==> config.mk <==
export PLATFORM = sky130hd
export DESIGN_NAME = pipelined_cla_addsub
export DESIGN_NICKNAME = d
export VERILOG_FILES = /design/src/rtl/pipelined_cla_addsub.sv
export SDC_FILE = /design/constraint.sdc
export NUM_CORES = 1
export LEC_CHECK = 0
export BUFFER_PORTS_ARGS = -buffer_cell sky130_fd_sc_hd__buf_4
export CAP_MARGIN = 40
export CORE_MARGIN = 10
export CORE_UTILIZATION = 46
export CTS_BUF_LIST = sky130_fd_sc_hd__clkbuf_8
export DETAILED_ROUTE_END_ITERATION = 10
export GPL_TIMING_DRIVEN = 0
export HOLD_SLACK_MARGIN = 0.08
export PLACE_DENSITY = 0.75
export SYNTH_ARGS = -nofsm -noshare
export SYNTH_HDL_FRONTEND = slang
export SYNTH_SLANG_ARGS = --single-unit
==> constraint.sdc <==
create_clock -name clk -period 7 [get_ports clk]
set_clock_uncertainty 0.2 [all_clocks]
set_input_delay 0.35 -clock clk [delete_from_list [all_inputs] [get_ports clk]]
set_output_delay 0.35 -clock clk [all_outputs]
set_load 0.01 [all_outputs]
==> src/rtl/pipelined_cla_addsub.sv <==
// pipelined_cla_addsub
//   Two-stage pipelined adder/subtractor built on a two-level carry-lookahead
//   tree (4-bit groups, lookahead across the group carries). Valid/ready
//   handshake on both sides, with full-rate streaming and lossless stalls.
//
// Ports
//   clk        sole clock, rising edge
//   rst        asynchronous active-high reset (clears valid bits and data)
//   in_valid   operand beat present
//   in_ready   block accepts the operand beat this cycle
//   a, b       operands (unsigned or two's complement)
//   cin        carry-in, used in add mode only
//   sub        0 = a + b + cin, 1 = a - b (a + ~b + 1)
//   out_valid  result beat present
//   out_ready  downstream accepts the result beat
//   sum        result
//   cout       carry out of the MSB (subtract: 1 = no borrow)
//   ovf        signed two's-complement overflow
//   zero       sum == 0
module pipelined_cla_addsub #(
    parameter int WIDTH = 16,
    parameter int GROUP = 4
) (
    input  logic             clk,
    input  logic             rst,
    input  logic             in_valid,
    output logic             in_ready,
    input  logic [WIDTH-1:0] a,
    input  logic [WIDTH-1:0] b,
    input  logic             cin,
    input  logic             sub,
    output logic             out_valid,
    input  logic             out_ready,
    output logic [WIDTH-1:0] sum,
    output logic             cout,
    output logic             ovf,
    output logic             zero
);

    localparam int NG = WIDTH / GROUP;

    generate
        if (GROUP != 4) begin : g_bad_group
            $error("pipelined_cla_addsub: GROUP must be 4");
        end
        if (WIDTH < 4 || WIDTH > 64 || (WIDTH % GROUP) != 0) begin : g_bad_width
            $error("pipelined_cla_addsub: WIDTH must be a multiple of GROUP in 4..64");
        end
    endgenerate

    // ---- stage 0: operand conditioning, bit and group generate/propagate ----
    logic [WIDTH-1:0] beff_p0, g_p0, p_p0, lc_p0;
    logic             ceff_p0;
    logic [NG-1:0]    gg_p0, gp_p0;

    always_comb begin
        beff_p0 = sub ? ~b : b;
        ceff_p0 = sub ? 1'b1 : cin;
        g_p0    = a & beff_p0;
        p_p0    = a ^ beff_p0;
        lc_p0   = '0;
        gg_p0   = '0;
        gp_p0   = '0;
        for (int k = 0; k < NG; k++) begin
            // Local carries assume a zero carry into the group; the real
            // group carry is folded in after the pipeline register.
            lc_p0[k*GROUP+1] = g_p0[k*GROUP];
            lc_p0[k*GROUP+2] = g_p0[k*GROUP+1] | (p_p0[k*GROUP+1] & g_p0[k*GROUP]);
            lc_p0[k*GROUP+3] = g_p0[k*GROUP+2] | (p_p0[k*GROUP+2] & g_p0[k*GROUP+1])
                             | (p_p0[k*GROUP+2] & p_p0[k*GROUP+1] & g_p0[k*GROUP]);
            gg_p0[k] = g_p0[k*GROUP+3]
                     | (p_p0[k*GROUP+3] & g_p0[k*GROUP+2])
                     | (p_p0[k*GROUP+3] & p_p0[k*GROUP+2] & g_p0[k*GROUP+1])
                     | (p_p0[k*GROUP+3] & p_p0[k*GROUP+2] & p_p0[k*GROUP+1] & g_p0[k*GROUP]);
            gp_p0[k] = &p_p0[k*GROUP +: GROUP];
        end
    end

    // ---- stage 1 registers: a, effective b/carry-in, group G/P, local carries ----
    logic             vld_p1, vld_p2;
    logic [WIDTH-1:0] a_p1, b_p1, lc_p1;
    logic             c_p1;
    logic [NG-1:0]    gg_p1, gp_p1;
    logic             ld1, ld2;

    // A stage loads when it is empty or its content leaves this same cycle.
    assign ld2      = ~vld_p2 | out_ready;
    assign ld1      = ~vld_p1 | ld2;
    assign in_ready = ~rst & ld1;

    // ---- stage 1 -> 2: group carries, final carries, sum and flags ----
    logic [WIDTH-1:0] p_p1, cy_p1, sum_n_p1;
    logic [NG:0]      gc_p1;
    logic             ovf_n_p1;

    always_comb begin
        logic acc;
        logic prod;
        p_p1  = a_p1 ^ b_p1;
        gc_p1 = '0;
        cy_p1 = '0;
        // Each group carry is an independent sum of products over the lower
        // groups' G/P and the carry-in, so there is no chain between groups.
        for (int k = 0; k <= NG; k++) begin
            acc  = 1'b0;
            prod = 1'b1;
            for (int j = k - 1; j >= 0; j--) begin
                acc  = acc | (prod & gg_p1[j]);
                prod = prod & gp_p1[j];
            end
            gc_p1[k] = acc | (prod & c_p1);
        end
        for (int k = 0; k < NG; k++) begin
            prod = 1'b1;
            for (int o = 0; o < GROUP; o++) begin
                cy_p1[k*GROUP+o] = lc_p1[k*GROUP+o] | (prod & gc_p1[k]);
                prod = prod & p_p1[k*GROUP+o];
            end
        end
        sum_n_p1 = p_p1 ^ cy_p1;
        ovf_n_p1 = (a_p1[WIDTH-1] == b_p1[WIDTH-1]) && (sum_n_p1[WIDTH-1] != a_p1[WIDTH-1]);
    end

    // ---- stage 2 registers: sum, cout, ovf, zero ----
    logic [WIDTH-1:0] sum_p2;
    logic             cout_p2, ovf_p2, zero_p2;

    always_ff @(posedge clk or posedge rst) begin
        if (rst) begin
            vld_p1  <= 1'b0;
            vld_p2  <= 1'b0;
            a_p1    <= '0;
            b_p1    <= '0;
            c_p1    <= 1'b0;
            gg_p1   <= '0;
            gp_p1   <= '0;
            lc_p1   <= '0;
            sum_p2  <= '0;
            cout_p2 <= 1'b0;
            ovf_p2  <= 1'b0;
            zero_p2 <= 1'b0;
        end else begin
            if (ld1) begin
                vld_p1 <= in_valid;
            end
            if (ld1 && in_valid) begin
                a_p1  <= a;
                b_p1  <= beff_p0;
                c_p1  <= ceff_p0;
                gg_p1 <= gg_p0;
                gp_p1 <= gp_p0;
                lc_p1 <= lc_p0;
            end
            if (ld2) begin
                vld_p2 <= vld_p1;
            end
            if (ld2 && vld_p1) begin
                sum_p2  <= sum_n_p1;
                cout_p2 <= gc_p1[NG];
                ovf_p2  <= ovf_n_p1;
                zero_p2 <= ~|sum_n_p1;
            end
        end
    end

    assign out_valid = vld_p2;
    assign sum       = sum_p2;
    assign cout      = cout_p2;
    assign ovf       = ovf_p2;
    assign zero      = zero_p2;

endmodule

==> results.txt, run 1 <==
Outcome - complete, no violations
Hold Crit Class - input port to flip-flop
Async S/R FF share, synth - 100.0%
Initial antenna violation count - 0
Slowest CP cell - dfrtp_1
Final setup fails - 0
Psw - 0.0004564 W
Largest net degree at the start of global routing - 56
Worst EP required - 7.06 ns
Clk pwr share - 25.6%
CTS root buffer - clkbuf_8
CP max FO - 6
Multi-input logic area - 1804 um2
Distinct cells, synth - 35
Post-Synthesis Net Count - 367
WP depth - 8
Most frequent cells after synthesis - dfrtp_1 (74), mux2_2 (48), xor2_1 (28)
Fin nets - 455
Hold path start - out_ready
Cts repair resizes - 0
Seq cells post-synth - 74
IO Port Bufs - 57
Internal power - 0.0009772 W
1st-pass router iterations - 4
Clock tree buffer depth - 2
Reg-to-Reg End - zero
Average size of a mapped cell - 12.03 um2
Core Rows - 32
Crit path cell chain - a211oi_2, o21bai_2, ha_1, or4_1, nor3_1, and4_1, nand4_1, o31ai_1
Fin. Hold Viols - 0
Worst-path clk slew - 0.07 ns
Worst setup margin - 4.280 ns
Synth top area cells - dfrtp_1 (50%), mux2_2 (15%), ha_1 (6.7%), xor2_1 (6.6%), xnor2_1 (3.1%)
Tot GR Track Use - 14.19%
Comb pwr share - 32.6%
RSZ-0062 raised after global routing - no
Syn Inst Count - 309
Post-Route WL - 8.121 mm
Max stage delay on crit path - 0.45 ns
Routed Antenna Nets - 0
Actual slew at the worst max-slew pin - 0.4612 ns
R2r setup slk - 4.28 ns
Drt initial violations - 61
Crit path max-delay family - simple AND/OR/NAND/NOR gates
First-pass GRT wire length - 13.34 mm
P_leak - 2.154 nW
Sw Ratio - 31.84%
Worst-Skew Late Latency - 0.36 ns
Die height - 109.9 um
Mapped cell area - 3717 um2
Max-slew headroom - 69.00%
Most frequent cell after synthesis - dfrtp_1
Setup Fix Bufs, Post-CTS - 0
Synth Warn # - 0
Leading area contributor after synthesis - dfrtp_1
Power, Total - 0.001434 W
Worst R2R Start - c_p1
Hold endpoint - vld_p1
Cts hold-fix bufs - 19
Core area - 7807 um2
Final period util - 38.86%
H-tree levels - 3
Inst Count DP - 469
Place WS - 4.299 ns
Number of remaining DRC errors - 0
Maxcap violations - 0
Fillers - 632
Via density - 5.202
F_max - 367.6 MHz
Via count - 2622
Hpwl dp - 6.223 mm
Clock sink count - 74
Number of CTS-inserted buffers - 9
WS Path Type - flip-flop to flip-flop
Setup total negative slack - 0 ns
Critical path buffers and inverters - 0
Inserted Diodes - 0
Synth top area share - 49.81%
Storage cell area - 1852 um2
Hold depth - 4
EDFF count, synth - 0
Die Width - 109.9 um
CTS tree - done
Final Max Slew Viols - 0
Main synth FF type - dfrtp_1
Vias in the first global route - 2766
Non-Filler Instances - 504
Sequential area share after synthesis - 49.81%
Boundary pin count - 59
Arrival time at the worst endpoint - 2.78 ns
Final core occ - 60.35%
Layout cell share with drive strength beyond 1 - 34.08%
Min cycle time layout - 2.720 ns
GRT Residual Overflow - 0
Peak supply drop - 0.1337 mV
CP startpoint kind - flip-flop
Cell Pwr Density - 304.3 nW/um2
WL per Instance - 16.11 um
Starting Density - 47.61%
Area growth from synthesis to layout - 26.76%
Routability Congestion - 0.7813
Seq pwr share - 41.9%
Crit end category - flip-flop
Full die area - 12080 um2
Reg2reg path depth - 8
worst reg2reg max path, delay by kind of cell (launching register included):
family                     cells  cell delay, ns
adders and majority gates      1            0.33
DFF                            1            0.45
AOI/OAI and AO/OA              3            0.74
and+or+nand+nor                4            0.90
cell families after synthesis:
kind of cell             count (synthesis)  synth area share (%)
buffers and inverters                   14                 1.649
AO/OA/AOI/OAI                           50                 8.381
adder cells (fa/ha/maj)                 20                 6.732
XOR/XNOR                                44                 10.97
AND/OR/NAND/NOR                         58                 7.607
multiplexers                            49                 14.84
flip-flops                              74                 49.81
power by group through the flow:
stage | registers (W) | clock network (W) | logic, W
4_1_cts | 0.000601 | 0.000372 | 0.000474
3_5_place_dp | 0.000610 | 0 | 0.000462
2_1_floorplan | 0.000615 | 0 | 0.000266
6_report | 0.000600 | 0.000366 | 0.000467
5_1_grt | 0.000614 | 0.000389 | 0.000517
3_3_place_gp | 0.000603 | 0 | 0.000449
metal layers:
| metal | share of wire, % | vias to the layer above | track usage [%] | routed length (um) |
|---|---|---|---|---|
| li1 | - | 1255 | - | - |
| met1 | 44 | 1305 | 17.40 | 3562 |
| met2 | 49 | 46 | 22.99 | 3962 |
| met3 | 5.3 | 16 | 3.101 | 428 |
| met4 | 2.1 | 0 | 7.249 | 168 |
| met5 | 0 | - | 0 | 0 |
layout make-up:
type	count	area share [%]
Clock inverter	6	1.726
Clock buffer	10	2.921
Inverter	3	0.2921
Tap cell	102	2.708
Multi-Input combinational cell	221	38.29
Buffer	11	1.062
Timing Repair Buffer	77	13.70
Sequential cell	74	39.30
placed cells by master (no fill, tap or decap), drive strengths merged, types with 2 or more instances in the layout:
| master | n |
|---|---|
| a41oi | 3 |
| nor2 | 12 |
| clkinv | 2 |
| dlygate4sd3 | 19 |
| buf | 66 |
| o21ai | 23 |
| a21oi | 10 |
| dfrtp | 74 |
| nor2b | 5 |
| a21o | 5 |
| mux2 | 49 |
| nand4 | 5 |
| nor3 | 2 |
| inv | 4 |
| bufinv | 2 |
| clkbuf | 13 |
| ha | 20 |
| a31oi | 4 |
| nand2b | 5 |
| nand2 | 25 |
| xor2 | 30 |
| xnor2 | 14 |
how the worst max path moves through the flow:
stage | start | end | slack [ns]
global route | c_p1 | zero | 4.09
detailed placement | c_p1 | zero | 4.30
floorplan | c_p1 | zero | 4.54
global placement | rst | a_p1[5] | 3.71
CTS | c_p1 | zero | 4.28
finish | c_p1 | zero | 4.28
sequential cells by signal, indices dropped and copies added (netlist names):
signal	count
ovf	1
cout	1
lc_p1	12
c_p1	1
sum	16
zero	1
gp_p1	4
b_p1	16
vld_p1	1
a_p1	16
gg_p1	4
out_valid	1
per-stage QoR:
stage | hold WS [ns] | cell area (um2)
2_1_floorplan | 0.2409 | 3717
3_3_place_gp | 0.2564 | 4273
3_5_place_dp | 0.1378 | 4303
4_1_cts | 0.1069 | 4712
5_1_grt | 0.1181 | 4712
6_report | 0.1135 | 4712
(Power assumes the default switching activity.)
==> run 2: changes to the inputs <==
--- a/config.mk
+++ b/config.mk
@@ -5,6 +5,7 @@
 export SDC_FILE = /design/constraint.sdc
 export NUM_CORES = 1
 export LEC_CHECK = 0
+export ABC_AREA = 1
 export BUFFER_PORTS_ARGS = -buffer_cell sky130_fd_sc_hd__buf_4
 export CAP_MARGIN = 40
 export CORE_MARGIN = 10
@@ -13,7 +14,7 @@
 export DETAILED_ROUTE_END_ITERATION = 10
 export GPL_TIMING_DRIVEN = 0
 export HOLD_SLACK_MARGIN = 0.08
-export PLACE_DENSITY = 0.75
+export PLACE_DENSITY = 0.77
 export SYNTH_ARGS = -nofsm -noshare
 export SYNTH_HDL_FRONTEND = slang
 export SYNTH_SLANG_ARGS = --single-unit
==> constraint.sdc (replaced) <==
create_clock -name clk -period 2.3 [get_ports clk]
set_clock_uncertainty 0.2 [all_clocks]
set_input_delay 0.115 -clock clk [delete_from_list [all_inputs] [get_ports clk]]
set_output_delay 0.115 -clock clk [all_outputs]
set_load 0.01 [all_outputs]
==> run 2 against run 1 <==
Net effect:
- synthesized cell count up 58%
- sequential cell count unchanged
- clock power rose to 2.8 times the previous value
- area after synthesis up 5.4%
- largest power group unchanged
==> results.txt, run 2 <==
Outcome - complete, no violations
Leading area contributor after synthesis - dfrtp_1
Met3 Wirelength - 639 um (+49%)
CTS tree - done
Core Rows - 33 (+3.1%)
WS Path Type - flip-flop to flip-flop
Final period util - 91.58% (+53 points)
Arrival time at the worst endpoint - 2.19 ns (-0.59 ns)
Async S/R FF share, synth - 100.0% (unchanged)
Area growth from synthesis to layout - 29.23%
Maxcap violations - 0 (unchanged)
Routability Congestion - 0.8421 (+7.8%)
Commonest non-fill, non-tap cell in the layout - nand2_1
Tot GR Track Use - 15.88% (+1.7 points)
Routed Antenna Nets - 0 (unchanged)
Most frequent cell after synthesis - nand2_1
H-tree levels - 3 (unchanged)
Largest net degree at the start of global routing - 40 (-29%)
Peak supply drop - 0.3868 mV (+190%)
EDFF count, synth - 0 (unchanged)
Die height - 112.3 um (+2.2%)
Full die area - 12600 um2 (+4.4%)
Starting Density - 47.42% (-0.19 points)
Final hold slack - 0.08015 ns (-0.03339 ns)
Mapped cell area - 3916 um2 (+5.4%)
Power, Total - 0.004286 W (+200%)
Initial antenna violation count - 0 (unchanged)
Post-Synthesis Net Count - 546 (+49%)
Hpwl dp - 7.496 mm (+20%)
F_max - 474.8 MHz (+29%)
Die Width - 112.3 um (+2.2%)
Cell Pwr Density - 846.9 nW/um2 (+180%)
Setup Fix Bufs, Post-CTS - 0 (unchanged)
Synth top area share - 47.28% (-2.5 points)
Commonest cells after routing, fill and taps aside - nand2_1 (175), dfrtp_1 (74), buf_4 (58)
Synth Warn # - 0 (unchanged)
Setup total negative slack - 0 ns (unchanged)
Seq cells post-synth - 74 (unchanged)
Average size of a mapped cell - 8.025 um2 (-33%)
Inserted Diodes - 0 (unchanged)
CP startpoint kind - flip-flop
RSZ-0062 raised after global routing - no
P_leak - 2.695 nW (+25%)
Storage cell area - 1852 um2 (unchanged)
Sequential area share after synthesis - 47.28% (-2.5 points)
Vias in the first global route - 3580 (+29%)
Layout cell share with drive strength beyond 1 - 16.22% (-18 points)
Worst setup margin - 0.1937 ns (-4.086 ns)
Final setup fails - 0 (unchanged)
Drt initial violations - 152 (+150%)
IO Port Bufs - 57 (unchanged)
Syn Inst Count - 488 (+58%)
Number of remaining DRC errors - 0 (unchanged)
Synth top area cells - dfrtp_1 (47%), nand2_1 (17%), ha_1 (6.4%), o21ai_0 (6.0%), inv_1 (5.0%)
Routed wl met2 - 4.708 mm (+19%)
1st-pass router iterations - 4 (unchanged)
DRT met1 WL - 4.350 mm (+22%)
CTS root buffer - clkbuf_8
Boundary pin count - 59 (unchanged)
Clock sink count - 74 (unchanged)
Core area - 8258 um2 (+5.8%)
Fillers - 689 (+9.0%)
Actual slew at the worst max-slew pin - 0.5792 ns (+0.1180 ns)
WL per Instance - 14.03 um (-13%)
Via density - 5.009 (-3.7%)
Via count - 3521 (+34%)
Number of CTS-inserted buffers - 9 (unchanged)
Fin. Hold Viols - 0 (unchanged)
Worst-path clk slew - 0.07 ns (about the same)
Top layer in use - met4
Fin nets - 651 (+43%)
Worst EP required - 2.39 ns (-4.67 ns)
Max-slew headroom - 61.39% (-7.6 points)
Distinct cells, synth - 29 (-17%)
Crit end category - flip-flop
Clock tree buffer depth - 2 (unchanged)
Multi-input logic area - 1778 um2 (-1.5%)
Hold Crit Class - input port to flip-flop
Post-Route WL - 9.861 mm (+21%)
Place WS - 0.1818 ns (-4.117 ns)
Final Max Slew Viols - 0 (unchanged)
Worst-Skew Late Latency - 0.35 ns (about the same)
Most frequent cells after synthesis - nand2_1 (175), dfrtp_1 (74), inv_1 (52)
Min cycle time layout - 2.106 ns (-0.6137 ns)
GRT Residual Overflow - 0 (unchanged)
CP max FO - 5 (-1)
First-pass GRT wire length - 16.58 mm (+24%)
Main synth FF type - dfrtp_1
-- run 2: cell types whose count changed after synthesis, sizes merged, moves of 8 or more --
cell,delta
nor2,+8
xnor2,-11
xor2,-11
mux2,-49
nand2,+157
inv,+55
o21ai,+33
nand3,+19
-- run 2: timing repair --
item | 4_1_cts | 5_1_grt
endpoints found under the hold margin | 128 | 0
hold buffers | 36 | 0
endpoints found under the setup margin | 0 | 1
resized for setup | 0 | 1
-- run 2: final timing paths --
kind / start / to / slack (ns) / cells after the start
min reg2reg: gp_p1[3] / gp_p1[3] / 0.29 / 2
max in group asynchronous: rst / lc_p1[2] / 1.19 / 4
max: c_p1 / zero / 0.19 / 12
min: sub / b_p1[5] / 0.08 / 4
max reg2reg: c_p1 / zero / 0.19 / 12
min in group asynchronous: rst / sum[8] / 0.14 / 3
-- run 2: routing by layer --
layer | track usage, % | up-vias
li1 | - | 1752
met1 | 19.18 | 1653
met2 | 26.42 | 101
met3 | 4.153 | 15
met4 | 6.261 | 0
met5 | 0 | -
-- run 2: where the power goes --
| part | internal, W | switching [W] | leakage [nW] |
|---|---|---|---|
| combinational | 0.000628 | 0.000856 | 1.67 |
| clock | 0.000548 | 0.000474 | 0.113 |
| sequential | 0.00160 | 0.000178 | 0.912 |
| total | 0.00278 | 0.00151 | 2.70 |
-- run 2: worst max-delay path, cell delays in order, from the launching register on --
cell and delay (ns):
dfrtp_1 0.44, nand3_1 0.12, nand3_2 0.13, ha_1 0.33
inv_1 0.08, nand3_1 0.08, nor3_1 0.17, nand2_1 0.07
nor2_1 0.11, nand3_1 0.09, nor2_1 0.12, nand2_1 0.06
nand2_1 0.05
-- run 2: cell type report --
class / count / area share [%]
Buffer: 15 / 1.459
Tap cell: 105 / 2.596
Inverter: 58 / 4.351
Sequential cell: 74 / 36.59
Timing Repair Buffer: 94 / 15.97
Clock inverter: 5 / 0.9147
Multi-Input combinational cell: 341 / 35.13
Clock buffer: 11 / 2.991
-- run 2: logic make-up (layout without fill, tap and decap cells) --
group | Yosys count | count (layout) | synth area share [%]
xor gates and xnor gates | 22 | 22 | 5.112
and+or+nand+nor | 231 | 231 | 24.70
DFF | 74 | 74 | 47.28
adders and majority gates | 20 | 20 | 6.390
buffers and inverters | 73 | 183 | 7.444
AOI/OAI and AO/OA | 68 | 68 | 9.074
-- run 2: metrics by stage --
| stage | instance area, um2 | std cells | utilization, % |
|---|---|---|---|
| 2_1_floorplan | 3916 | 488 | - |
| 3_3_place_gp | 4476 | 650 | 54.20 |
| 3_5_place_dp | 4498 | 651 | 54.47 |
| 4_1_cts | 5056 | 703 | 61.23 |
| 5_1_grt | 5061 | 703 | 61.29 |
| 6_report | 5061 | 703 | 61.29 |
==> run 3: changes to the inputs <==
--- a/config.mk
+++ b/config.mk
@@ -5,7 +5,7 @@
 export SDC_FILE = /design/constraint.sdc
 export NUM_CORES = 1
 export LEC_CHECK = 0
-export ABC_AREA = 1
+export ABC_AREA = 0
 export BUFFER_PORTS_ARGS = -buffer_cell sky130_fd_sc_hd__buf_4
 export CAP_MARGIN = 40
 export CORE_MARGIN = 10
@@ -14,7 +14,7 @@
 export DETAILED_ROUTE_END_ITERATION = 10
 export GPL_TIMING_DRIVEN = 0
 export HOLD_SLACK_MARGIN = 0.08
-export PLACE_DENSITY = 0.77
+export PLACE_DENSITY = 0.78
 export SYNTH_ARGS = -nofsm -noshare
 export SYNTH_HDL_FRONTEND = slang
 export SYNTH_SLANG_ARGS = --single-unit
==> run 3 against run 2 <==
Net effect:
- sequential power rose by 3%
- critical endpoint unchanged
- non-clock buffer count up 2
- clock power decreased by 8%
- cell area shrank 2.0%
- the flow now finishes with violations (negative setup slack)
- final cell count down 25%
- highest routed layer unchanged
- die area decreased by 4.2%
- first-iteration DRC count is 34% lower
==> results.txt, run 3 (synthesis results as in run 1) <==
Outcome - complete, but fails checks
Failing checks - negative setup slack
Routability Congestion - 0.7885 (-6.4%)
Worst setup margin - -0.2476 ns (-0.4414 ns)
RSZ-0062 raised after global routing - yes
Layout cell share with drive strength beyond 1 - 34.82% (+19 points)
Arrival time at the worst endpoint - 2.61 ns (+0.42 ns)
Comb pwr share - 35.9% (+1.3 points)
WS Path Type - flip-flop to flip-flop
Final Max Slew Viols - 0 (unchanged)
Initial antenna violation count - 0 (unchanged)
Core area - 7807 um2 (-5.5%)
H-tree levels - 3 (unchanged)
Seq pwr share - 42.4% (+0.9 points)
1st-pass router iterations - 4 (unchanged)
Actual slew at the worst max-slew pin - 0.5064 ns (-0.07280 ns)
Place WS - -0.3355 ns (-0.5173 ns)
CP max FO - 3 (-2)
Boundary pin count - 59 (unchanged)
Number of CTS-inserted buffers - 9 (unchanged)
Min cycle time layout - 2.548 ns (+0.4414 ns)
Commonest cells after routing, fill and taps aside - dfrtp_1 (72), buf_4 (61), mux2_2 (48)
GRT Residual Overflow - 0 (unchanged)
Peak supply drop - 0.3505 mV (-9.4%)
Max-slew headroom - 66.24% (+4.9 points)
F_max - 392.5 MHz (-17%)
Vias in the first global route - 2929 (-18%)
Clock tree buffer depth - 2 (unchanged)
Full die area - 12080 um2 (-4.2%)
Non-Filler Instances - 527 (-25%)
Worst-path clk slew - 0.07 ns (about the same)
Die Width - 109.9 um (-2.1%)
First-pass GRT wire length - 14.09 mm (-15%)
Post-Route WL - 8.721 mm (-12%)
Clock sink count - 74 (unchanged)
IO Port Bufs - 57 (unchanged)
Hpwl dp - 6.239 mm (-17%)
Final hold slack - 0.1659 ns (+0.08579 ns)
Largest net degree at the start of global routing - 60 (+50%)
Inst Count DP - 469 (-28%)
Hold Crit Class - input port to flip-flop
CTS root buffer - clkbuf_8
Via count - 2696 (-23%)
Final setup fails - 1 (+1)
Inserted Diodes - 0 (unchanged)
P_leak - 2.244 nW (-17%)
WL per Instance - 16.55 um (+18%)
CP startpoint kind - flip-flop
Via density - 5.116 (+2.1%)
Clk pwr share - 21.8% (-2.0 points)
Fin. Hold Viols - 0 (unchanged)
Sw Ratio - 33.18% (-2.0 points)
Psw - 0.001436 W (-4.8%)
Final core occ - 63.56% (+2.3 points)
Fillers - 605 (-12%)
Core Rows - 32 (-3.0%)
Worst EP required - 2.36 ns (-0.03 ns)
Area growth from synthesis to layout - 33.49%
Worst-Skew Late Latency - 0.35 ns (about the same)
Crit end category - flip-flop
Commonest non-fill, non-tap cell in the layout - dfrtp_1
Starting Density - 47.61% (+0.19 points)
Tot GR Track Use - 14.96% (-0.92 points)
Maxcap violations - 0 (unchanged)
Cell Pwr Density - 871.9 nW/um2 (+3.0%)
Drt initial violations - 101 (-34%)
Number of remaining DRC errors - 0 (unchanged)
Final period util - 110.8% (+19 points)
Routed Antenna Nets - 0 (unchanged)
Internal power - 0.002891 W (+4.1%)
CTS tree - done
Slowest CP cell - or4_4
Crit path cell chain - a211oi_4, nor2_2, ha_4, or4_4, nor3_2, and4_1, nand4_1, o31ai_1
Max stage delay on crit path - 0.48 ns (+0.04 ns)
Die height - 109.9 um (-2.1%)
Fin nets - 478 (-27%)
==> run 3: cell count changes in the layout (fill, tap and decap cells not counted), sizes merged, moves of 19 or more <==
cell   delta
inv      -56
mux2     +49
nand2   -157
nand3    -19
o21ai    -33
==> run 3: metrics by stage <==
step | power [W] | instance area (um2) | TNS (ns)
finish | 0.004327 | 4962 | -0.2476
global route | 0.004599 | 4962 | -0.2899
CTS | 0.004275 | 4897 | -0.2832
detailed placement | 0.003263 | 4303 | -0.3355
global placement | 0.003197 | 4273 | -50.42
floorplan | 0.002682 | 3717 | -0.08193
==> run 3: layout make-up <==
| type | instances | area [um2] | area share (%) |
|---|---|---|---|
| multi-input combinational | 221 | 1868 | 37.64 |
| sequential | 74 | 1854 | 37.37 |
| timing repair buffer | 100 | 865.8 | 17.45 |
| clock buffer | 12 | 165.2 | 3.328 |
| tap | 102 | 127.6 | 2.572 |
| buffer | 11 | 50.05 | 1.009 |
| clock inverter | 4 | 17.52 | 0.3530 |
| inverter | 3 | 13.76 | 0.2774 |
==> run 3: critical path, delay by kind of cell, from the launching register on <==
| kind | cells | cell delay [ns] |
|---|---|---|
| AOI/OAI and AO/OA | 2 | 0.56 |
| DFF | 1 | 0.44 |
| and+or+nand+nor | 5 | 1.01 |
| adders and majority gates | 1 | 0.24 |
==> run 3: final timing paths <==
kind,start,endpoint,slack [ns],cells past startpoint
worst max-delay path,gp_p1[0],zero,-0.25,8
worst min-delay path,sub,b_p1[9],0.17,3
worst max register to register,gp_p1[0],zero,-0.25,8
worst min register to register,sum[3],sum[3],0.28,2
max in group asynchronous,rst,gp_p1[0],0.70,5
min in group asynchronous,rst,ovf,0.65,4
==> run 3: repair_timing <==
| action | in CTS | in global routing |
|---|---|---|
| pin swaps | 2 | 1 |
| hold buffers | 38 | 0 |
| endpoints found under the hold margin | 129 | 0 |
| endpoints found under the setup margin | 1 | 1 |
| setup buffers | 2 | 2 |
| gates resized for setup | 3 | 7 |
==> run 3: per-layer routing <==
metal  wire [um]  vias to the layer above  GRT usage (%)
met5           0                        -              0
met1        3629                     1319          17.80
li1            -                     1309              -
met2        4451                       61          25.32
met3         525                        7          4.213
met4         114                        0          5.204
==> run 3: power by group through the flow <==
stage / clock network (W) / logic (W) / registers (W)
2_1_floorplan: 0 / 0.000810 / 0.00187
3_3_place_gp: 0 / 0.00136 / 0.00183
3_5_place_dp: 0 / 0.00141 / 0.00186
4_1_cts: 0.000948 / 0.00149 / 0.00183
5_1_grt: 0.00101 / 0.00172 / 0.00187
6_report: 0.000942 / 0.00155 / 0.00183
